$ cat config.mk
export PLATFORM = sky130hd
export DESIGN_NAME = control_sequencer
export DESIGN_NICKNAME = d
export VERILOG_FILES = /design/src/rtl/control_sequencer.sv
export SDC_FILE = /design/constraint.sdc
export NUM_CORES = 1
export LEC_CHECK = 0
export CORE_MARGIN = 2
export CORE_UTILIZATION = 27
export CTS_CLUSTER_SIZE = 10
export DETAILED_ROUTE_END_ITERATION = 7
export GPL_ROUTABILITY_DRIVEN = 1
export PLACE_DENSITY = 0.74
export SLEW_MARGIN = 20
export SYNTH_ARGS = -nofsm -noshare
export SYNTH_HDL_FRONTEND = slang
export SYNTH_SLANG_ARGS = --single-unit
$ cat constraint.sdc
create_clock -name clk -period 1.94 [get_ports clk]
set_input_delay 0.582 -clock clk [delete_from_list [all_inputs] [get_ports clk]]
set_output_delay 0.582 -clock clk [all_outputs]
set_load 0.01 [all_outputs]
$ cat src/rtl/control_sequencer.sv
// control_sequencer
//
// Control unit for the Harvard-architecture CPU. Owns the fetch/exec1/exec2
// state register, decodes the 4-bit opcode into datapath strobes and, when
// enabled, keeps a hardware return-address stack for JMS/BBL calls.
//
// Build option:
//   CTRL_RET_STACK_EN - when defined, the return stack, JMS/BBL, ret_sel,
//                       ret_addr and stack_err are active. When undefined,
//                       JMS/BBL decode as NOPs and those outputs are tied 0.
//
// Parameters:
//   ADDR_W       program-counter / return-address width
//   STACK_DEPTH  number of return-stack entries (>= 1)
//
// Ports:
//   clk        system clock, rising edge
//   reset      asynchronous, active-high reset
//   inst       opcode of current instruction, stable fetch..exec2
//   eq         accumulator-equal flag from the ALU
//   pc_in      current PC value (return address source)
//   start      resume pulse, only looked at while halted
//   state      one-hot {exec2, exec1, fetch}, 000 while halted
//   acc_load, e, WrEn, pc_load, pc_inc, ld_mux   datapath strobes
//   ret_sel    PC load source is ret_addr (otherwise operand)
//   ret_addr   top of return stack, 0 when empty
//   halted     high in HALT state
//   stack_err  sticky overflow/underflow flag, cleared only by reset

module control_sequencer #(
    parameter int ADDR_W      = 8,
    parameter int STACK_DEPTH = 4
) (
    input  logic              clk,
    input  logic              reset,
    input  logic [3:0]        inst,
    input  logic              eq,
    input  logic [ADDR_W-1:0] pc_in,
    input  logic              start,
    output logic [2:0]        state,
    output logic              acc_load,
    output logic              e,
    output logic              WrEn,
    output logic              pc_load,
    output logic              pc_inc,
    output logic              ld_mux,
    output logic              ret_sel,
    output logic [ADDR_W-1:0] ret_addr,
    output logic              halted,
    output logic              stack_err
);

    localparam logic [3:0] OP_LDI = 4'b0000;
    localparam logic [3:0] OP_STA = 4'b0001;
    localparam logic [3:0] OP_ADD = 4'b0010;
    localparam logic [3:0] OP_JMP = 4'b0011;
    localparam logic [3:0] OP_STP = 4'b0100;
    localparam logic [3:0] OP_LDA = 4'b0101;
    localparam logic [3:0] OP_JMS = 4'b0110;
    localparam logic [3:0] OP_BBL = 4'b0111;
    localparam logic [3:0] OP_LDR = 4'b1101;
    localparam logic [3:0] OP_JEQ = 4'b1110;

    typedef enum logic [1:0] {
        FETCH = 2'd0,
        EXEC1 = 2'd1,
        EXEC2 = 2'd2,
        HALT  = 2'd3
    } seq_state_t;

    seq_state_t cur_state;
    seq_state_t next_state;

    logic first_fetch;
    logic strobe_en;
    logic in_exec1;
    logic in_exec2;
    logic stack_jmp;

    logic is_ldi, is_sta, is_add, is_jmp, is_stp;
    logic is_lda, is_jms, is_bbl, is_ldr, is_jeq;
    logic is_mem_read;

    assign is_ldi = (inst == OP_LDI);
    assign is_sta = (inst == OP_STA);
    assign is_add = (inst == OP_ADD);
    assign is_jmp = (inst == OP_JMP);
    assign is_stp = (inst == OP_STP);
    assign is_lda = (inst == OP_LDA);
    assign is_jms = (inst == OP_JMS);
    assign is_bbl = (inst == OP_BBL);
    assign is_ldr = (inst == OP_LDR);
    assign is_jeq = (inst == OP_JEQ);

    // Instructions that need the EXEC2 cycle to read the operand into the accumulator.
    assign is_mem_read = is_lda | is_add | is_ldr;

    // Strobes are suppressed while reset is high and for the first FETCH after
    // it, so a reset mid-instruction never leaks a partial strobe and the
    // decoder sees a clean instruction boundary.
    assign strobe_en = ~reset & ~first_fetch;
    assign in_exec1  = strobe_en & (cur_state == EXEC1);
    assign in_exec2  = strobe_en & (cur_state == EXEC2);

    // State register plus the post-reset marker; every clock after reset
    // leaves FETCH, so the marker only needs to live for one cycle.
    always_ff @(posedge clk or posedge reset) begin
        if (reset) begin
            cur_state   <= FETCH;
            first_fetch <= 1'b1;
        end else begin
            cur_state   <= next_state;
            first_fetch <= 1'b0;
        end
    end

    // Next-state logic and datapath strobes.
    always_comb begin
        next_state = cur_state;
        acc_load   = 1'b0;
        e          = 1'b0;
        WrEn       = 1'b0;
        pc_load    = 1'b0;
        pc_inc     = 1'b0;
        ld_mux     = 1'b0;

        case (cur_state)
            FETCH: next_state = EXEC1;
            EXEC1: begin
                if (is_mem_read)
                    next_state = EXEC2;
                else if (is_stp)
                    next_state = HALT;
                else
                    next_state = FETCH;
            end
            EXEC2: next_state = FETCH;
            HALT: begin
                if (start)
                    next_state = FETCH;
            end
            default: next_state = FETCH;
        endcase

        e        = strobe_en & is_mem_read;
        ld_mux   = strobe_en & is_ldi;
        WrEn     = in_exec1 & is_sta;
        acc_load = (in_exec1 & is_ldi) | (in_exec2 & is_mem_read);
        pc_load  = in_exec1 & (is_jmp | (is_jeq & eq) | stack_jmp);
        // A refused JMS/BBL (full/empty) falls through to a plain increment.
        pc_inc   = in_exec1 & ~is_stp & ~pc_load;
    end

    // One-hot state view for the datapath; HALT shows as all zeros.
    always_comb begin
        state = 3'b000;
        case (cur_state)
            FETCH:   state = 3'b001;
            EXEC1:   state = 3'b010;
            EXEC2:   state = 3'b100;
            default: state = 3'b000;
        endcase
    end

    assign halted = (cur_state == HALT);

`ifdef CTRL_RET_STACK_EN
    localparam int PTR_W = $clog2(STACK_DEPTH + 1);

    logic [PTR_W-1:0]  sp;
    logic [ADDR_W-1:0] stack_mem [STACK_DEPTH];
    logic              full;
    logic              empty;
    logic              push;
    logic              pop;
    logic              err_event;

    assign full      = (sp == PTR_W'(STACK_DEPTH));
    assign empty     = (sp == '0);
    assign push      = in_exec1 & is_jms & ~full;
    assign pop       = in_exec1 & is_bbl & ~empty;
    assign err_event = in_exec1 & ((is_jms & full) | (is_bbl & empty));
    assign stack_jmp = push | pop;
    assign ret_sel   = pop;

    // Return stack: the entry at index sp is the next free slot, so a push
    // writes there and bumps sp; a pop only moves sp back. Reset empties it.
    always_ff @(posedge clk or posedge reset) begin
        if (reset) begin
            sp        <= '0;
            stack_err <= 1'b0;
            for (int i = 0; i < STACK_DEPTH; i++)
                stack_mem[i] <= '0;
        end else begin
            if (push) begin
                for (int i = 0; i < STACK_DEPTH; i++)
                    if (sp == PTR_W'(i))
                        stack_mem[i] <= pc_in + ADDR_W'(1);
                sp <= sp + PTR_W'(1);
            end else if (pop) begin
                sp <= sp - PTR_W'(1);
            end
            if (err_event)
                stack_err <= 1'b1;
        end
    end

    // Top of stack is entry sp-1; empty stack reads as 0.
    always_comb begin
        ret_addr = '0;
        for (int i = 0; i < STACK_DEPTH; i++)
            if (sp == PTR_W'(i + 1))
                ret_addr = stack_mem[i];
    end
`else
    logic unused_stack;

    assign stack_jmp    = 1'b0;
    assign ret_sel      = 1'b0;
    assign ret_addr     = '0;
    assign stack_err    = 1'b0;
    assign unused_stack = (^{pc_in, is_jms, is_bbl}) ^ (STACK_DEPTH > 0);
`endif

endmodule
* Word-level counts from Yosys, hierarchy flattened
Index checks and enable logic that the tools add are counted.
** Word-level totals
- Bits in registers :: 3
- Input bits :: 16
- Output and inout port bits :: 20
- Logic and storage cells :: 40
** Cells by class
- Equal/unequal tests :: 11
- Mux-type cells :: 5
- Bitwise operators :: 20
- Reduce and logical (&&, ||, !) cells :: 2
** Operator list (number)
- $and A1 B1 Y1 :: 12
- $pmux W3 S3 :: 1
- $eq A4 B2 Y1 const B :: 2
- $eq A4 B3 Y1 const B :: 2
- $eq A4 B4 Y1 const B :: 2
- $pmux W2 S4 :: 1
- $mux W2 :: 3
- $eq A2 B2 Y1 const B :: 2
- $eq A4 B1 Y1 const B :: 1
- $logic_not A4 Y1 :: 1
- $not A1 Y1 :: 4
- $or A1 B1 Y1 :: 4
- $eq A2 B1 Y1 const B :: 1
- $logic_not A2 Y1 :: 1
- $ne A2 B2 Y1 const B :: 1

* Longest topological paths before layout
- Word-level depth :: 6
- Mapped depth :: 3
- Depth with buffers taken out :: 3

* Worst setup path before layout
Ideal clock, no wire load.
- Kind :: input to output
- Start point :: input inst[0]
- End point :: output e
- Arrival :: 1.213 ns
- Required time :: 1.358 ns
- Setup slack :: 0.145 ns
- Stages on the path :: 3
- Buffers on the path :: 0
- Cells stage by stage :: nor4b_2 a31oi_1 nor3_1
** Between the ends
- Longest elaborated chain between the ends :: 4
- Elaborated cells between the ends (all ways) :: 6
** RTL lines
- start, declared :: line 36 : input logic [3:0] inst,
- $eq A4 B3 Y1 or $eq A4 B2 Y1 (tied branches) :: line 89, 86
- $or A1 B1 Y1 :: line 96 : assign is_mem_read = is_lda | is_add | is_ldr;
- $or A1 B1 Y1 (*) :: line 96
- $and A1 B1 Y1 (*) :: line 145 : e = strobe_en & is_mem_read;
- end, declared :: line 42 : output logic e,
Every way passes the cells marked *; elsewhere a longest branch is shown, timed or not.

* Worst setup path after layout
- Start point :: input reset
- End point :: output pc_inc
** Between the ends
- Longest elaborated chain between the ends :: 6
- Elaborated cells between the ends (all ways) :: 7
** RTL lines
- start, declared :: line 35 : input logic reset,
- $not A1 Y1 (*) :: line 101 : assign strobe_en = ~reset & ~first_fetch;
- $and A1 B1 Y1 (*) :: line 101
- $and A1 B1 Y1 (*) :: line 102 : assign in_exec1 = strobe_en & (cur_state == EXEC1);
- $and A1 B1 Y1 :: line 149 : pc_load = in_exec1 & (is_jmp | (is_jeq & eq) | stack_jmp);
- $not A1 Y1 :: line 151 : pc_inc = in_exec1 & ~is_stp & ~pc_load;
- $and A1 B1 Y1 (*) :: line 151
- end, declared :: line 45 : output logic pc_inc,
Marks and branches as above.

==> qor.csv <==
metric,value,unit
maximum VDD drop,0.000455,V
latest clock arrival within the worst-skew pair,0.23,ns
MaxCap Viol Count,0,
final instance area,667,µm²
max-slew violations,0,
class of the most critical hold timing path,in2async,
first-pass GRT wire length,1470,µm
setup ws final,-0.0698,ns
Fin. Hold Viols,0,
pwr dens,757,nW/µm²
CP max stage cell,nor4b_4,
NumNets Final,99,
fin crit period,2.01,ns
failing checks,negative setup slack,
total gr overflow,0,
fmax,498,MHz
Crit Path Max Fanout,4,
drt wl/cell,9.51,µm
Port Buf Inserts,17,
Setup TNS,-0.248,ns
DP Area,612,µm²
core footprint,1270,µm²
Sink Count,3,
Die ar.,1620,µm²
final wirelength,922,µm
Finished Layout Cells,97,
Final period util,1.04,
largest net degree at the start of global routing,8,
initial core utilization,0.280,
Mapped Avg Cell Area,8.08,µm²
vias per inst,4.28,
IO Pins,36,
initial DRC count,3,
Routability Congestion,0.703,
dpl hpwl,734,µm
Leak Pwr,0.000371,µW
antenna violations before repair,0,
drt pass-1 iters,4,
antenna cell count,0,
post-synthesis register bit count,3,
sequential element share of the synthesized area,0.215,
cell row count,13,
Fillers,125,
"most used cell, CP",buf_2,
RSZ-0062 raised after global routing,true,
worst slack at placement,-0.894,ns
hold_buf cts,0,
Syn-to-layout area delta,87.7,%
mapped cell area,355,µm²
vias in the first global route,361,
chip width,40.3,µm
final worst clock skew,0.00538,ns
CTS root buf,clkbuf_4,
Crit Path Class,in2out,
CTS tree,done,
CP peak stage delay,0.35,ns
critical-path cell list,buf_2 > nor4b_4 > o31ai_2 > a21oi_1 > buf_2,
Cells after Synth,44,
Critical Path RT,1.36,ns
Post-Place Cells,90,
via count,415,
CTS Buffer Depth,2,
YS warnings,0,
final setup fails,5,
Residual DRC,0,
GRT Overall Usage,0.133,
CTS Buf Count,3,
total power,505,µW
status,finished with violations,
Worst-path clk slew,0.04,ns
Worst setup SP type,input pin,
Worst EP arrival,1.43,ns
share of cells above drive strength 1,0.512,
CP Capture Type,primary output,
Yosys cell types,24,
Die Height,40.3,µm
CTS HTree Levels,1,
Antenna Nets Post-Route,0,
==> synthesized netlist by cell type (all sizes together) <==
cell type	count	area share
nor2b	3	0.060
nand2b	1	0.018
o21ai	1	0.014
o22ai	1	0.018
nand3	1	0.014
and3	2	0.035
a31oi	1	0.018
and4	1	0.028
nor4b	2	0.11
dfrtp	2	0.14
o311a	1	0.028
nand2	3	0.032
o31ai	1	0.021
dfstp	1	0.074
conb	1	0.011
inv	3	0.032
a32o	1	0.028
nor2	5	0.053
o31a	1	0.028
buf	10	0.21
a21oi	1	0.014
nor3	1	0.014
==> stage by stage <==
stage,util,hold slack (ns)
finish,0.526,0.375
global route,0.526,0.378
CTS,0.526,0.369
detailed placement,0.482,0.674
global placement,0.482,0.652
floorplan,-,0.335
==> sequential cells by signal (all words and copies together), names as in the netlist <==
| register | cells |
|---|---|
| first_fetch | 1 |
| cur_state | 2 |
==> cells in the final DEF (no fill, tap or decap), drive strengths merged, types with 2 or more instances in the layout <==
master and n:
inv 3, nor4b 2, nor2 5, clkbuf 4, and3 2, nand2 3
conb 11, dfrtp 2, buf 28, nor2b 3, dlygate4sd2 5
==> routing by layer <==
layer	global-route usage	part of all wire	wire length [µm]	vias to the layer above
li1	-	-	-	209
met1	0.172	0.42	391	191
met2	0.234	0.53	488	15
met3	0	0.046	42	0
met4	0.0500	0	0	0
met5	0	0	0	-
==> cells by family (layout without fill, tap and decap cells) <==
logic type	after synthesis	count (layout)	share of synthesized area
AO/OA/AOI/OAI	8	8	0.169
buffers and inverters	13	41	0.243
flip-flops	3	3	0.215
AND/OR/NAND/NOR	19	19	0.363
other	1	11	0.0106
==> repair_timing <==
action	4_1_cts	5_1_grt
endpoints found under the setup margin	10	6
buffers inserted	3	0
resized for setup	66	0
pin swaps	7	3
cloned	0	0
==> cell type report <==
| cell class | count | area, µm² | area share |
|---|---|---|---|
| well taps | 15 | 18.8 | 0.0281 |
| flip-flops and latches | 3 | 76.3 | 0.114 |
| clock buffers | 4 | 26.3 | 0.0394 |
| repair buffers | 34 | 269 | 0.403 |
| multi-input cells | 38 | 265 | 0.398 |
| inverters | 3 | 11.3 | 0.0169 |
==> report_power, final <==
| group | leakage, µW | internal, µW | switching, µW |
|---|---|---|---|
| Sequential | 0.0000356 | 83.0 | 11.8 |
| Clock | 0.0000150 | 76.8 | 28.6 |
| Combinational | 0.000321 | 174 | 131 |
==> final timing paths <==
check,from,endpoint,slack [ns],cells after the start
max in group asynchronous,reset,first_fetch$_DFF_PP1_,1.35,3
hold / removal,reset,cur_state[0]$_DFFE_PP0P_,0.37,3
setup reg to reg,cur_state[1]$_DFFE_PP0P_,cur_state[1]$_DFFE_PP0P_,0.94,2
setup / recovery,reset,pc_inc,-0.07,5
hold reg to reg,cur_state[1]$_DFFE_PP0P_,cur_state[0]$_DFFE_PP0P_,0.62,2
min in group clk,cur_state[1]$_DFFE_PP0P_,cur_state[0]$_DFFE_PP0P_,0.62,2
==> critical path: cells and delay by family <==
kind            cells  cell delay (ns)
simple gates        1             0.35
buf+inv             2             0.26
compound gates      2             0.23
(Power assumes the default switching activity.)
==> RTL change 1 (same flow settings) <==
Build with the macro `CTRL_RET_STACK_EN` defined.
--- a/src/rtl/control_sequencer.sv
+++ b/src/rtl/control_sequencer.sv
@@ -28,2 +28,4 @@
 //   stack_err  sticky overflow/underflow flag, cleared only by reset
+
+`define CTRL_RET_STACK_EN
 
Behaviour: not the same (Yosys sat finds a counterexample within 4 cycles, from zero or initial values and one cycle with reset high).
==> RTL change 1 against the unedited design <==
  * The run still ends with negative setup slack left
  * Setup slack got worse by 370 ps
  * Wire length rose to 7.4 times the old value
  * Sequential power rose to 10 times the old value
  * Sequential cell count rose by 36
  * Via count rose to 5.5 times the old value
  * Utilization fell by 7.7 points
  * Hold slack got worse by 66 ps
  * Synthesized area rose to 6.5 times the old value
  * Count of clock-buffer cells in the layout rose by 1
  * Final area rose to 5.6 times the old value
  * Total power rose to 6.0 times the old value
  * Synthesized cell count rose to 5.6 times the old value
  * Non-clock buffer count rose by 72
  * Critical path type is now reg -> out
==> RTL change 1: results (changes against the unedited design) <==
INFO  metric outcome = complete, but fails checks
INFO  metric failed_checks = negative setup slack
INFO  metric seq_area_frac_synth = 42.3% (+21 points)
INFO  metric setup_viol_count_final = 31 (+26)
INFO  metric grt_usage = 15.1% (+1.9 points)
INFO  metric final_net_count = 370 (+270%)
INFO  metric place_hpwl = 4.50 mm (+510%)
INFO  metric wire_length_of_the_first_global_routing_pass = 10.9 mm (+640%)
INFO  metric largest_stage_delay_on_the_critical_path = 410 ps (+60 ps)
INFO  metric p_leak = 0.00165 uW (+340%)
INFO  metric cts_made_buffers = 5 (+2)
INFO  metric yosysUniqueCellTypes = 47 (+96%)
INFO  metric drive_above_1_share = 48.3% (-2.9 points)
INFO  metric setup_ws = -437 ps (-367 ps)
INFO  metric cts_root_buffer = clkbuf_8
INFO  metric n_fill_cell = 751 (+500%)
INFO  metric non_clk_buf_share = 24.7% (-16 points)
INFO  metric worst-r2r-setup-slack = -210 ps (-1150 ps)
INFO  metric inverters = 10 (+7)
INFO  metric seq_power = 946 uW (+900%)
INFO  metric peakVddDrop = 0.000409 V (-10%)
INFO  metric syn_inst = 248 (+460%)
INFO  metric worstSetupStartpoint = sp[0]
INFO  metric arrival_time_of_the_worst_setup_path = 1800 ps (+370 ps)
INFO  metric place_congestion = 0.871 (+24%)
INFO  metric num-multi-input-gates = 185 (+390%)
INFO  metric placement.io_buffers = 35 (+18)
INFO  metric finClkSkew = 6.70 ps (+1.32 ps)
INFO  metric stdcell_area = 3710 um2 (+460%)
INFO  metric floorplan.core_area = 8260 um2 (+550%)
INFO  metric final_cell_count_no_fill = 453 (+370%)
RTL change 1: worst min-delay path, stage by stage:
cell and delay (ps):
buf_2 110, buf_6 120, inv_1 160
RTL change 1: cells by family (layout without fill, tap and decap cells):
logic type      after synthesis  after routing  synth area share, %
simple gates                 79             79                 18.3
compound gates               68             68                 18.2
flops                        39             39                 42.3
buf+inv                      24            124                 4.23
mux                          16             16                 7.70
xor+xnor                     14             14                 5.31
fa+ha+maj                     7              7                 3.79
other cells                   1              1                0.162
RTL change 1: worst paths after layout:
path / to / cells after the start
min in group clk: stack_mem[26] / 2
worst max register to register: stack_mem[13] / 8
max in group asynchronous: sp[1] / 4
worst max-delay path: ret_addr[5] / 8
worst min-delay path: cur_state[1] / 3
worst min register to register: stack_mem[26] / 2
RTL change 1: layer usage:
metal	wire (um)	track usage, %	vias up
li1	-	-	1079
met1	2720	18.5	1122
met2	3620	26.7	56
met3	326	2.95	16
met4	161	5.05	0
met5	0	0	-
==> RTL change 2 (same settings) <==
Without the edit above. The 4 states of `seq_state_t` get a one-hot encoding in 4 bits.
--- a/src/rtl/control_sequencer.sv
+++ b/src/rtl/control_sequencer.sv
@@ -63,7 +63,7 @@
 
-    typedef enum logic [1:0] {
-        FETCH = 2'd0,
-        EXEC1 = 2'd1,
-        EXEC2 = 2'd2,
-        HALT  = 2'd3
+    typedef enum logic [3:0] {
+        FETCH = 4'b0001,
+        EXEC1 = 4'b0010,
+        EXEC2 = 4'b0100,
+        HALT  = 4'b1000
     } seq_state_t;
Function: same outputs for any inputs over 10 cycles, from zero or initial values and one cycle with reset high; not proved beyond that.
==> RTL change 2 against the unedited design <==
  * The flow still finishes with violations (negative setup slack)
  * Total power rose by 41%
  * Register-to-register slack got worse by 290 ps
  * Utilization fell by 0.19 points
  * Die area rose by 29%
  * Synthesized area rose by 32%
  * Wire length rose by 46%
  * Clock skew fell by 4.1 ps
  * Sequential cell count rose by 2
  * Final area rose by 33%
  * Critical path depth did not move
  * Setup slack got worse by 82 ps
  * Sequential share of layout area rose by 3.3 points
  * Critical endpoint is now pc_load
  * Largest power group unchanged
  * Highest routed layer unchanged
==> RTL change 2: results (changes against the unedited design) <==
INFO  metric reg.largest.list = cur_state (4), first_fetch (1)
INFO  metric post_drt_via_cell_ratio = 4.59 (+7.3%)
INFO  metric drive_above_1_share = 64.5% (+13 points)
INFO  metric setup_ws = -151 ps (-81.5 ps)
INFO  metric grt_usage = 13.9% (+0.61 points)
INFO  metric cts_root_buffer = clkbuf_4
INFO  metric ys_top_cells_by_area = buf_4 18%, dfrtp_1 16%, dfstp_2 11%
INFO  metric outcome = complete, but fails checks
INFO  metric drt_iter0_drcs = 5 (+2)
INFO  metric largest_stage_delay_on_the_critical_path = 400 ps (+50 ps)
INFO  metric seq_area_frac_synth = 27.1% (+5.6 points)
INFO  metric detailedRoute.firstPassIterationCount = 4 (unchanged)
INFO  metric finClkSkew = 1.29 ps (-4.09 ps)
INFO  metric p_leak = 0.000434 uW (+17%)
INFO  metric peakVddDrop = 0.000437 V (-4.0%)
INFO  metric placed_cells_incl_taps = 97 (+7.8%)
INFO  metric place_hpwl = 908 um (+24%)
INFO  metric routed-via-count = 505 (+22%)
INFO  metric n_fill_cell = 168 (+34%)
INFO  metric routedWlPerCell = 12.2 um (+28%)
INFO  metric tns = -849 ps (-601 ps)
INFO  metric syn_inst = 50 (+14%)
INFO  metric failed_checks = negative setup slack
INFO  metric setup_viol_count_final = 7 (+2)
INFO  metric arrival_time_of_the_worst_setup_path = 1510 ps (+80 ps)
INFO  metric grt_max_degree = 7 (-1)
INFO  metric number_of_global_route_vias_before_repair = 487 (+35%)
INFO  metric slowest_stage = dfrtp_1
[RTL change 2: final timing paths]
| check | from | to | slack (ps) | cells after the start |
|---|---|---|---|---|
| worst min-delay path | cur_state[1] | cur_state[1] | 520 | 1 |
| worst min register to register | cur_state[1] | cur_state[1] | 520 | 1 |
| worst max-delay path | cur_state[2] | pc_load | -150 | 5 |
| worst max register to register | cur_state[0] | cur_state[2] | 650 | 5 |
| max in group asynchronous | reset | cur_state[0] | 1180 | 3 |
| min in group asynchronous | reset | cur_state[3] | 530 | 3 |
[RTL change 2: cell type report]
class / count / area, um2 / area share [%]
clock buffers: 4 / 26.3 / 2.97
inverters: 3 / 11.3 / 1.27
multi-input cells: 41 / 390 / 44.1
flip-flops and latches: 5 / 130 / 14.7
well taps: 17 / 21.3 / 2.40
repair buffers: 40 / 305 / 34.5
[RTL change 2: kinds of logic (layout without fill, tap and decap cells)]
kind of cell,after synthesis,count (layout),synth area share (%)
AND/OR/NAND/NOR,22,22,38.3
AO/OA/AOI/OAI,8,8,13.8
other,1,11,0.797
buffers and inverters,14,47,19.9
flip-flops,5,5,27.1
[RTL change 2: power breakdown]
group          switching (uW)  internal (uW)
Combinational             158            251
Sequential               46.1            140
Clock                    39.4           77.6
Total                     244            468
[RTL change 2: through the flow]
stage	area, um2	worst slack (ps)	power [uW]	util [%]
2_1_floorplan	508	47.0	318	-
5_1_grt	885	-231	759	52.4
3_5_place_dp	722	-958	449	42.7
3_3_place_gp	722	-932	439	42.7
6_report	885	-151	711	52.4
4_1_cts	840	-170	641	49.7
[RTL change 2: what timing repair did]
item | 4_1_cts | 5_1_grt
endpoints found under the setup margin | 10 | 10
buffers inserted | 5 | 4
resized for setup | 70 | 8
pin swaps | 9 | 1
[RTL change 2: layer usage]
metal / vias up / share of wire, % / GRT usage [%]
li1: 247 / - / -
met1: 244 / 43 / 16.9
met2: 14 / 53 / 23.9
met3: 0 / 3.9 / 2.78
met4: 0 / 0 / 5.14
met5: - / 0 / 0
